$ cat config.mk
export PLATFORM = sky130hd
export DESIGN_NAME = gsensor_axis_reader
export DESIGN_NICKNAME = d
export VERILOG_FILES = /design/src/rtl/gsensor_axis_reader.sv
export SDC_FILE = /design/constraint.sdc
export NUM_CORES = 1
export LEC_CHECK = 0
export BUFFER_PORTS_ARGS = -buffer_cell sky130_fd_sc_hd__buf_2
export CORE_MARGIN = 2
export CORE_UTILIZATION = 57
export DETAILED_ROUTE_END_ITERATION = 12
export PLACE_DENSITY = 0.78
export SLEW_MARGIN = 40
export SYNTH_ARGS = -nofsm -noshare
export SYNTH_HDL_FRONTEND = slang
export SYNTH_SLANG_ARGS = --single-unit
$ cat constraint.sdc
create_clock -name iSPI_CLK -period 3.7 [get_ports iSPI_CLK]
set_input_delay 0.37 -clock iSPI_CLK [delete_from_list [all_inputs] [get_ports iSPI_CLK]]
set_output_delay 0.37 -clock iSPI_CLK [all_outputs]
set_load 0.05 [all_outputs]
$ cat src/rtl/gsensor_axis_reader.sv
// gsensor_axis_reader: writes the sensor init table over SPI, then polls on INT2 or an idle timeout
// and burst-reads NUM_AXES 16-bit samples, publishing them atomically with a one-cycle strobe.
module gsensor_axis_reader #(
    parameter int NUM_AXES = 3,
    parameter int INI_NUMBER = 11,
    parameter logic [223:0] INIT_TABLE = 224'h0,
    parameter logic [5:0] DATA_BASE = 6'h32,
    parameter logic [5:0] INT_SOURCE_ADDR = 6'h30,
    parameter int DRDY_BIT = 7,
    parameter int IDLE_MSB = 14,
    parameter int INT_MASK = 4
) (
    input  logic iSPI_CLK,
    input  logic iRST,
    input  logic iREINIT,
    input  logic iG_INT2,
    output logic [15:0] oP2S_DATA,
    output logic oSPI_GO,
    input  logic iSPI_END,
    input  logic [7:0] iS2P_DATA,
    output logic [16*NUM_AXES-1:0] oDATA,
    output logic oVALID,
    output logic oINIT_DONE
);
    localparam int DW = 16 * NUM_AXES;
    localparam int CW = IDLE_MSB + 1;
    localparam int MW = $clog2(INT_MASK + 2);
    localparam logic [3:0] LAST_IDX = 4'(INI_NUMBER - 1);
    localparam logic [2:0] LAST_J = 3'(2 * NUM_AXES - 1);

    typedef enum logic [2:0] {INIT_ISSUE, INIT_WAIT, IDLE, STAT_WAIT, RD_ISSUE, RD_WAIT, PUBLISH} state_t;

    state_t state_q, state_d;
    logic [3:0] idx_q, idx_d;
    logic [2:0] j_q, j_d;
    logic [CW-1:0] cnt_q, cnt_d;
    logic [MW-1:0] mask_q, mask_d;
    logic pend_q, pend_d;
    logic [DW-1:0] shadow_q, shadow_d;
    logic [15:0] p2s_q, p2s_d;
    logic go_q, go_d;
    logic [DW-1:0] data_q, data_d;
    logic valid_q, valid_d;
    logic done_q, done_d;
    logic restart;

    always_comb begin
        state_d = state_q;
        idx_d = idx_q;
        j_d = j_q;
        cnt_d = cnt_q;
        mask_d = (mask_q != '0) ? mask_q - MW'(1) : mask_q;
        pend_d = pend_q | iREINIT;
        shadow_d = shadow_q;
        p2s_d = p2s_q;
        go_d = go_q;
        data_d = data_q;
        valid_d = 1'b0;
        done_d = done_q;
        restart = 1'b0;
        case (state_q)
            INIT_ISSUE: begin
                restart = pend_d;
                if (!pend_d && !iSPI_END) begin
                    p2s_d = {2'b00, INIT_TABLE[14*idx_q +: 14]};
                    go_d = 1'b1;
                    state_d = INIT_WAIT;
                end
            end
            INIT_WAIT: if (iSPI_END) begin
                go_d = 1'b0;
                idx_d = idx_q + 4'd1;
                done_d = idx_q == LAST_IDX;
                state_d = (idx_q == LAST_IDX) ? IDLE : INIT_ISSUE;
                restart = pend_d;
            end
            IDLE: begin
                // counter saturates so a poll blocked by a lingering END still fires later
                cnt_d = cnt_q + CW'(!cnt_q[IDLE_MSB]);
                restart = pend_d;
                if (!pend_d && ((iG_INT2 && mask_q == '0) || cnt_q[IDLE_MSB]) && !iSPI_END) begin
                    p2s_d = {2'b10, INT_SOURCE_ADDR, 8'h00};
                    go_d = 1'b1;
                    state_d = STAT_WAIT;
                end
            end
            STAT_WAIT: if (iSPI_END) begin
                go_d = 1'b0;
                cnt_d = '0;
                mask_d = MW'(INT_MASK);
                j_d = '0;
                state_d = iS2P_DATA[DRDY_BIT] ? RD_ISSUE : IDLE;
                restart = pend_d;
            end
            RD_ISSUE: begin
                restart = pend_d;
                if (!pend_d && !iSPI_END) begin
                    p2s_d = {2'b10, DATA_BASE + {3'b000, j_q}, 8'h00};
                    go_d = 1'b1;
                    state_d = RD_WAIT;
                end
            end
            RD_WAIT: if (iSPI_END) begin
                go_d = 1'b0;
                shadow_d[8*j_q +: 8] = iS2P_DATA;
                j_d = j_q + 3'd1;
                valid_d = j_q == LAST_J;
                data_d = (j_q == LAST_J) ? shadow_d : data_q;
                state_d = (j_q == LAST_J) ? PUBLISH : RD_ISSUE;
                restart = pend_d;
            end
            PUBLISH: state_d = IDLE;
            default: state_d = INIT_ISSUE;
        endcase
        // a re-init abandons any partial burst, so the published sample is never touched
        if (restart) begin
            state_d = INIT_ISSUE;
            idx_d = '0;
            done_d = 1'b0;
            pend_d = 1'b0;
            valid_d = 1'b0;
            data_d = data_q;
        end
    end

    always_ff @(posedge iSPI_CLK) begin
        if (iRST) begin
            state_q <= INIT_ISSUE;
            idx_q <= '0;
            j_q <= '0;
            cnt_q <= '0;
            mask_q <= '0;
            pend_q <= 1'b0;
            shadow_q <= '0;
            p2s_q <= '0;
            go_q <= 1'b0;
            data_q <= '0;
            valid_q <= 1'b0;
            done_q <= 1'b0;
        end else begin
            state_q <= state_d;
            idx_q <= idx_d;
            j_q <= j_d;
            cnt_q <= cnt_d;
            mask_q <= mask_d;
            pend_q <= pend_d;
            shadow_q <= shadow_d;
            p2s_q <= p2s_d;
            go_q <= go_d;
            data_q <= data_d;
            valid_q <= valid_d;
            done_q <= done_d;
        end
    end

    assign oP2S_DATA = p2s_q;
    assign oSPI_GO = go_q;
    assign oDATA = data_q;
    assign oVALID = valid_q;
    assign oINIT_DONE = done_q;
endmodule

==> results.json, run 1 <==
{
  "postCtsHoldBufs": 0,
  "dieHeight_um": 106,
  "clock_skew_ns": 0.0125,
  "dr.pass1.iters": 5,
  "syn_area_mm2": 0.00588,
  "p_leak_nw": 2.56,
  "yosys_register_bits": 133,
  "path_class": "reg2reg",
  "max-cap-violations": 0,
  "htree_num_levels": 4,
  "fp.coreArea_mm2": 0.0102,
  "gr-total-overflow": 0,
  "grt_pass1_wl_um": 21300,
  "drt_iter0_markers": 289,
  "fin_crit_ns": 3.13,
  "antenna_cells": 0,
  "seqPwrFrac": 0.441,
  "num_rows": 37,
  "switchingPower_w": 0.000811,
  "fill_cells": 825,
  "num_vias": 4738,
  "gr-usage-met3": 0.0557,
  "cp_max_fo": 17,
  "whs_ns": 0.188,
  "cp-start-kind": "flip-flop",
  "ctsResizeCount": 0,
  "clk_latency_ns": 0.52,
  "cts_root_buf": "clkbuf_8",
  "met2_usage": 0.389,
  "min_period_over_period": 0.846,
  "ant_nets": 0,
  "area_delta_synth_final_pct": 15.2,
  "synthTopCellsByArea": "dfxtp_1 45%, mux2i_1 11%, nor2_1 7.5%",
  "clk_path_buf_depth": 2,
  "grt_antenna_before_repair": 0,
  "dieArea_mm2": 0.0112,
  "drive_gt1_frac": 0.177,
  "synth-edff-count": 0,
  "cts_tree": "built",
  "clkTransAtPathRegs_ns": 0.06,
  "arrival_ns": 3.49,
  "p_comb_frac": 0.080,
  "grt_max_degree": 98,
  "die_x_um": 106,
  "max_freq_mhz": 320,
  "setup_viol": 0,
  "crit_path_end_kind": "flip-flop",
  "yosysTopAreaCell": "dfxtp_1",
  "peakVddDrop_mv": 0.266,
  "synth_common_cells": "133 x dfxtp_1, 117 x nor2_1, 67 x mux2i_1",
  "hold_viol": 0,
  "placed_cell_area_mm2": 0.00620,
  "maxSlewViolCount": 0,
  "synthFlopType": "dfxtp_1",
  "rsz0062_at_grt": "false",
  "status": "completed",
  "required_ns": 4.06,
  "min_delay_path_depth": 3,
  "clkPwrFrac": 0.479,
  "syn_inst": 649,
  "yosysSeqAreaShare": 0.452,
  "via_per_inst": 5.66,
  "start_util": 0.578,
  "cts_setup_buffers": 0,
  "numCtsBuffers": 17,
  "grt_usage": 0.239,
  "gr-usage-met1": 0.303,
  "maxSlewHeadroom": 0.483,
  "worstMarginPinSlew_ns": 0.776,
  "drc": 0,
  "hold_class": "in2reg",
  "port_buffers": 70,
  "r2r_cells": 7,
  "syn_area_per_cell_um2": 9.07,
  "p_int_w": 0.00252,
  "synth-async-reset-ratio": 0,
  "final_net_count": 713,
  "final_area_mm2": 0.00678,
  "avgRoutedWirePerCell_um": 15.8,
  "power_density_mw_per_mm2": 491,
  "place.gp.congestion": 0.740,
  "yosysWarnings": 0,
  "io_pins": 80,
  "top_usage_layer": "met2",
  "routed_wl_um": 13200,
  "ys_types": 52,
  "dpl.hpwl_um": 8650,
  "synth_most_common_cell": "dfxtp_1",
  "yosysTopAreaCellShare": 0.452,
  "cts.sinks": 133,
  "tns_ns": 0,
  "swShare": 0.243,
  "grt_pass1_vias": 4457
}
## cell type report
class	instances	area, um2	share of cell area
clock buffer	20	435	0.0642
clock inverter	12	131	0.0194
inverter	10	37.5	0.00554
multi-input combinational	450	2930	0.433
sequential	133	2660	0.393
tap	136	170	0.0251
timing repair buffer	76	410	0.0605
## layer usage
layer | part of all wire | up-vias
met4 | 0.020 | 0
met3 | 0.047 | 22
met5 | 0 | -
met1 | 0.45 | 2245
met2 | 0.48 | 125
li1 | - | 2346
## placed cells by master, fill, tap and decap left out, types with 10 or more instances in the layout
cell type | Yosys | layout
a21oi_1 | 38 | 38
clkbuf_16 | 0 | 16
a211oi_1 | 51 | 51
mux2i_1 | 67 | 67
ha_1 | 12 | 12
buf_2 | 18 | 69
nand3_1 | 18 | 18
inv_1 | 10 | 10
nor2_1 | 117 | 117
nand2_1 | 41 | 41
dfxtp_1 | 133 | 133
## through the flow
| step | setup WS [ns] | power, W | utilization | std cells |
|---|---|---|---|---|
| global placement | 0.982 | 0.00175 | 0.608 | 804 |
| CTS | 0.650 | 0.00335 | 0.664 | 836 |
| detailed placement | 0.797 | 0.00176 | 0.609 | 804 |
| finish | 0.571 | 0.00333 | 0.666 | 837 |
| floorplan | 1.06 | 0.00171 | - | 657 |
| global route | 0.463 | 0.00345 | 0.666 | 837 |
## power groups by stage
stage,Combinational (W),Clock [W],Sequential (W)
5_1_grt,0.000293,0.00168,0.00147
4_1_cts,0.000265,0.00162,0.00147
3_3_place_gp,0.000251,0,0.00150
3_5_place_dp,0.000264,0,0.00150
2_1_floorplan,0.000217,0,0.00150
6_report,0.000267,0.00159,0.00147
## flip-flops by register name, summed over array words and instances (netlist names), 3 cells and up
name	flops
j_q	3
shadow_q	48
state_q	3
oDATA	48
idx_q	4
mask_q	3
cnt_q	15
oP2S_DATA	5
## critical path, stage by stage (launching register included)
cell	delay (ns)
dfxtp_1	0.74
inv_1	0.10
ha_1	0.23
ha_1	0.36
or4b_4	0.54
or3_1	0.56
mux2i_1	0.36
nor2_1	0.09
## logic make-up (layout without fill, tap and decap cells)
group	Yosys count	count (layout)	share of synthesized area
simple gates	235	235	0.198
mux	67	67	0.114
buf+inv	74	118	0.0608
other cells	1	9	0.000637
fa+ha+maj	12	12	0.0255
flops	133	133	0.452
xor+xnor	10	10	0.0149
compound gates	117	117	0.134
## worst paths after layout
check | endpoint | slack [ns] | from
worst min register to register | oSPI_GO$_SDFFE_PP0P_ | 0.45 | oSPI_GO$_SDFFE_PP0P_
worst max register to register | shadow_q[23]$_SDFFE_PP0P_ | 0.57 | j_q[0]$_SDFFE_PP0P_
worst min-delay path | oP2S_DATA[13]$_SDFFE_PP0P_ | 0.19 | iREINIT
worst max-delay path | shadow_q[23]$_SDFFE_PP0P_ | 0.57 | j_q[0]$_SDFFE_PP0P_
(Power assumes the default switching activity.)
==> run 2, diff against run 1 <==
ABC_AREA = 1   (was not set)
CORE_UTILIZATION = 52   (was 57)
PLACE_DENSITY = 0.75   (was 0.78)
clock period = 2.5 ns   (was 3.7 ns; I/O delays follow)
==> run 2 against run 1 <==
  * Sequential share of layout area is 2.6 points lower
  * Clock skew decreased by 0.0057 ns
  * Global-route usage fell by 1.4 points
  * Highest routed layer unchanged
  * Die area is 17% higher
  * Worst setup slack worse by 0.32 ns
  * Core utilization fell by 5.9 points
  * Non-clock buffer count grew 5
  * Critical endpoint is now shadow_q[5]$_SDFFE_PP0P_
  * Power is 52% higher
  * Critical path depth rose by 3
  * Largest power group unchanged
  * Wire length rose by 7.1%
==> results.json, run 2 <==
{
  "required_ns": 2.79,
  "worstMarginPinSlew_ns": 0.727,
  "avgRoutedWirePerCell_um": 12.7,
  "swShare": 0.231,
  "grt_antenna_before_repair": 0,
  "final_common_cell": "nand2_1",
  "yosysTopAreaCellShare": 0.421,
  "max-cap-violations": 0,
  "ctsResizeCount": 0,
  "synthFlopType": "dfxtp_1",
  "place_ws_ns": 0.328,
  "clkTransAtPathRegs_ns": 0.06,
  "dp.cells": 1085,
  "syn_inst": 902,
  "seqPwrFrac": 0.427,
  "synth-edff-count": 0,
  "clkPwrFrac": 0.511,
  "peakVddDrop_mv": 0.413,
  "synthTopCellsByArea": "dfxtp_1 42%, nand2_1 11%, nor2_1 8.1%",
  "fin_cells": 1117,
  "maxSlewViolCount": 0,
  "hold_viol": 0,
  "syn_area_mm2": 0.00632,
  "crit_path_end_kind": "flip-flop",
  "rsz0062_at_grt": "false",
  "tns_ns": 0,
  "min_period_over_period": 0.898,
  "fp.coreArea_mm2": 0.0120,
  "final_util": 0.607,
  "grt_usage": 0.226,
  "dr.pass1.iters": 4,
  "power_density_mw_per_mm2": 698,
  "p_comb_frac": 0.062,
  "num_rows": 40,
  "gr-total-overflow": 0,
  "routed_wl_um": 14200,
  "final_net_count": 982,
  "antenna_cells": 0,
  "arrival_ns": 2.54,
  "htree_num_levels": 4,
  "drt_iter0_markers": 354,
  "setup_viol": 0,
  "grt_pass1_wl_um": 23700,
  "cts.sinks": 133,
  "via_per_inst": 4.97,
  "hold_class": "in2reg",
  "yosysSeqAreaShare": 0.421,
  "clock_skew_ns": 0.00678,
  "io_pins": 80,
  "fin_ws_ns": 0.255,
  "cts_setup_buffers": 0,
  "fill_cells": 1116,
  "ant_nets": 0,
  "synth-async-reset-ratio": 0,
  "clk_latency_ns": 0.41,
  "area_delta_synth_final_pct": 14.9,
  "switchingPower_w": 0.00117,
  "dpl.hpwl_um": 8930,
  "syn_area_per_cell_um2": 7.01,
  "yosysWarnings": 0,
  "max_freq_mhz": 445,
  "synth_common_cells": "186 x nand2_1, 137 x nor2_1, 133 x dfxtp_1",
  "synth_most_common_cell": "nand2_1",
  "drive_gt1_frac": 0.133,
  "fin_crit_ns": 2.25,
  "num_vias": 5557,
  "numCtsBuffers": 17,
  "yosys_register_bits": 133,
  "place.gp.congestion": 0.836,
  "yosysTopAreaCell": "dfxtp_1",
  "dieHeight_um": 114,
  "cp_max_fo": 16,
  "ff2ff_setup_slack_ns": 0.25,
  "port_buffers": 70,
  "ys_types": 32,
  "cts_root_buf": "clkbuf_16",
  "p_leak_nw": 3.59,
  "cp-start-kind": "flip-flop",
  "grt_pass1_vias": 5009,
  "maxSlewHeadroom": 0.515,
  "clk_path_buf_depth": 2,
  "status": "completed",
  "dieArea_mm2": 0.0131,
  "final_cell_mix": "186 x nand2_1, 137 x nor2_1, 133 x dfxtp_1",
  "p_int_w": 0.00390,
  "cts_tree": "built",
  "drc": 0,
  "path_class": "reg2reg",
  "grt_max_degree": 74,
  "postCtsHoldBufs": 0,
  "start_util": 0.528,
  "die_x_um": 114
}
## run 2: critical path, stage by stage, from the launching register on
cell	delay [ns]
dfxtp_1	0.47
inv_2	0.13
ha_1	0.23
ha_1	0.35
nor3_1	0.22
nand3_1	0.10
buf_4	0.20
nand2_1	0.08
o21ai_0	0.13
o21bai_1	0.18
inv_1	0.06
## run 2: final timing paths
kind         cells after the start                         to                  from
max                             10   shadow_q[5]$_SDFFE_PP0P_   j_q[0]$_SDFFE_PP0P_
min                              5  shadow_q[39]$_SDFFE_PP0P_          iS2P_DATA[7]
max reg2reg                     10   shadow_q[5]$_SDFFE_PP0P_   j_q[0]$_SDFFE_PP0P_
min reg2reg                      2       oSPI_GO$_SDFFE_PP0P_  oSPI_GO$_SDFFE_PP0P_
## run 2: per-stage QoR
stage          instance area, um2  hold slack, ns  power, W
3_5_place_dp                 6640           0.452   0.00253
4_1_cts                      7260           0.171   0.00510
3_3_place_gp                 6640           0.446   0.00252
2_1_floorplan                6350           0.439   0.00247
5_1_grt                      7260           0.205   0.00525
6_report                     7260           0.181   0.00507
## run 2: per-layer routing
layer | GRT usage | vias to the layer above | routed length (um)
met2 | 0.373 | 114 | 6660
met3 | 0.0466 | 17 | 487
met1 | 0.296 | 2475 | 6810
li1 | - | 2951 | -
met5 | 0 | - | 0
met4 | 0.0732 | 0 | 193
## run 2: cells by family after synthesis
family | after synthesis | share of synthesized area
xor+xnor | 1 | 0.00139
fa+ha+maj | 12 | 0.0238
simple gates | 388 | 0.256
other cells | 1 | 0.000593
compound gates | 185 | 0.169
flops | 133 | 0.421
buf+inv | 182 | 0.128
## run 2: area by class of cell
cell class	count	area, um2	area share
well taps	147	184	0.0253
repair buffers	81	433	0.0596
clock buffers	19	433	0.0596
clock inverters	13	183	0.0252
inverters	129	484	0.0667
flip-flops and latches	133	2660	0.367
multi-input cells	595	2880	0.397
## run 2: power by group through the flow
| stage | sequential (W) | clock, W | combinational, W |
|---|---|---|---|
| after detailed placement | 0.00221 | 0 | 0.000313 |
| final | 0.00217 | 0.00259 | 0.000316 |
| after global placement | 0.00221 | 0 | 0.000311 |
| after global routing | 0.00217 | 0.00273 | 0.000349 |
| after CTS | 0.00217 | 0.00262 | 0.000318 |
| after floorplan | 0.00224 | 0 | 0.000227 |
==> run 3, diff against run 2 <==
REMOVE_ABC_BUFFERS = 1   (was not set)
==> run 3 against run 2 <==
  * Worst setup slack improved by 0.0094 ns
  * Die area did not move
  * Fmax rose by 0.42%
  * Cell count did not move
  * Sequential share of layout area fell by 0.15 points
  * Clock-buffer cell count rose by 3
  * Power barely moved
  * Final area rose by 0.41%
  * Flip-flop and latch count did not move
  * Critical path depth did not move
  * Combinational power fell by 2%
  * Critical endpoint is now oDATA[32]$_SDFFE_PP0P_
  * Largest cell class unchanged
  * Largest power group unchanged
==> results.json, run 3 (synthesized netlist as in run 2, its figures left out) <==
{
  "status": "completed",
  "crit_chain": "inv_2, ha_1, ha_1, inv_1, nor3_4, inv_2, nand2_1, nand2_1, nor2_1, nor2_1",
  "num_rows": 40,
  "peakVddDrop_mv": 0.477,
  "met2_usage": 0.364,
  "clk_latency_ns": 0.42,
  "placed_cell_area_mm2": 0.00666,
  "max_stage_delay_ns": 0.47,
  "r2r-end": "oDATA[32]$_SDFFE_PP0P_",
  "setup_viol": 0,
  "start_util": 0.528,
  "drive_gt1_frac": 0.133,
  "die_x_um": 114,
  "postCtsHoldBufs": 0,
  "switchingPower_w": 0.00118,
  "dieHeight_um": 114,
  "antenna_cells": 0,
  "whs_ns": 0.164,
  "rsz0062_at_grt": "false",
  "final_net_count": 982,
  "path_class": "reg2reg",
  "slowest_stage": "dfxtp_1",
  "r2r_cells": 10,
  "top_usage_layer": "met2",
  "place.gp.congestion": 0.826,
  "final_cell_mix": "186 x nand2_1, 137 x nor2_1, 133 x dfxtp_1",
  "seqPwrFrac": 0.428,
  "htree_num_levels": 4,
  "critPathCapture": "oDATA[32]$_SDFFE_PP0P_",
  "gr-total-overflow": 0,
  "drc": 0,
  "cts.sinks": 133,
  "p_int_w": 0.00389,
  "max_freq_mhz": 447,
  "hold_viol": 0,
  "reg2reg_from": "j_q[0]$_SDFFE_PP0P_",
  "grt_pass1_vias": 5125,
  "p_leak_nw": 3.59,
  "io_pins": 80,
  "final_util": 0.610,
  "crit_path_end_kind": "flip-flop",
  "cp_max_fo": 8,
  "gr-usage-met3": 0.0651,
  "maxSlewViolCount": 0,
  "cts_root_buf": "clkbuf_16",
  "clkPwrFrac": 0.511,
  "dp.cells": 1085,
  "grt_antenna_before_repair": 0,
  "worstMarginPinSlew_ns": 0.737,
  "min_period_over_period": 0.894,
  "dieArea_mm2": 0.0131,
  "required_ns": 2.80,
  "dr.pass1.iters": 4,
  "clkTransAtPathRegs_ns": 0.06,
  "maxSlewHeadroom": 0.509,
  "final_area_mm2": 0.00729,
  "cts_tree": "built",
  "area_delta_synth_final_pct": 15.4,
  "routed_wl_um": 14300,
  "cp-start-kind": "flip-flop",
  "ff2ff_setup_slack_ns": 0.26,
  "hold_class": "in2reg",
  "arrival_ns": 2.54,
  "power_density_mw_per_mm2": 695,
  "ant_nets": 0,
  "fp.coreArea_mm2": 0.0120,
  "num_vias": 5648,
  "max-cap-violations": 0,
  "swShare": 0.234,
  "grt_usage": 0.229,
  "grt_max_degree": 74,
  "avgRoutedWirePerCell_um": 12.8,
  "final_common_cell": "nand2_1",
  "dpl.hpwl_um": 9000,
  "p_comb_frac": 0.061,
  "fin_crit_ns": 2.24,
  "numCtsBuffers": 17,
  "gr-usage-met1": 0.301,
  "clock_skew_ns": 0.00918,
  "clk_path_buf_depth": 2,
  "port_buffers": 70,
  "min_delay_path_depth": 4,
  "grt_pass1_wl_um": 24000,
  "drt_iter0_markers": 511,
  "tns_ns": 0,
  "via_per_inst": 5.06,
  "setup.worst_path.start": "j_q[0]$_SDFFE_PP0P_",
  "fin_cells": 1117
}
-- run 3: cell types whose count changed in the layout (fill, tap and decap cells not counted), sizes merged --
| cell | change |
|---|---|
| clkinv | -4 |
| inv | +1 |
| clkinvlp | +1 |
| bufinv | -1 |
| clkbuf | +3 |
-- run 3: critical path: cells and delay by family (launching register included) --
family	cells	cell delay, ns
buffers and inverters	3	0.41
adders and majority gates	2	0.61
DFF	1	0.47
and+or+nand+nor	5	0.63
-- run 3: layer usage --
layer | share of wire | wire length [um] | vias up
met2 | 0.46 | 6600 | 130
li1 | - | - | 2949
met3 | 0.049 | 703 | 22
met5 | 0 | 0 | -
met1 | 0.47 | 6770 | 2547
met4 | 0.017 | 240 | 0
-- run 3: power by group through the flow --
stage | Sequential [W] | Combinational [W] | Clock (W)
final | 0.00217 | 0.000311 | 0.00259
after detailed placement | 0.00221 | 0.000307 | 0
after CTS | 0.00217 | 0.000311 | 0.00262
after floorplan | 0.00225 | 0.000190 | 0
after global routing | 0.00217 | 0.000344 | 0.00273
after global placement | 0.00221 | 0.000307 | 0
-- run 3: repair_timing --
action	CTS	global route
setup endpoints to repair	0	20
resized for setup	0	5
buffers inserted	0	0
-- run 3: through the flow --
stage               setup WS, ns  power (W)
finish                     0.264    0.00507
CTS                        0.212    0.00510
global route             0.00849    0.00524
global placement           0.326    0.00252
floorplan                 -0.884    0.00244
detailed placement         0.253    0.00252
-- run 3: how the worst min path moves through the flow --
stage	start	endpoint	slack [ns]
finish	iRST	oP2S_DATA[13]$_SDFFE_PP0P_	0.16
global route	iRST	oP2S_DATA[13]$_SDFFE_PP0P_	0.18
CTS	iRST	oP2S_DATA[13]$_SDFFE_PP0P_	0.16
detailed placement	idx_q[3]$_SDFFE_PP0P_	idx_q[3]$_SDFFE_PP0P_	0.46
global placement	oSPI_GO$_SDFFE_PP0P_	oSPI_GO$_SDFFE_PP0P_	0.45
floorplan	iRST	cnt_q[0]$_SDFFE_PP0P_	0.32
-- run 3: final cells by class --
| cell class | count | area, um2 |
|---|---|---|
| well taps | 147 | 184 |
| clock inverters | 10 | 145 |
| multi-input cells | 595 | 2900 |
| repair buffers | 81 | 445 |
| clock buffers | 22 | 474 |
| flip-flops and latches | 133 | 2660 |
| fillers | 1086 | 4670 |
| inverters | 129 | 484 |
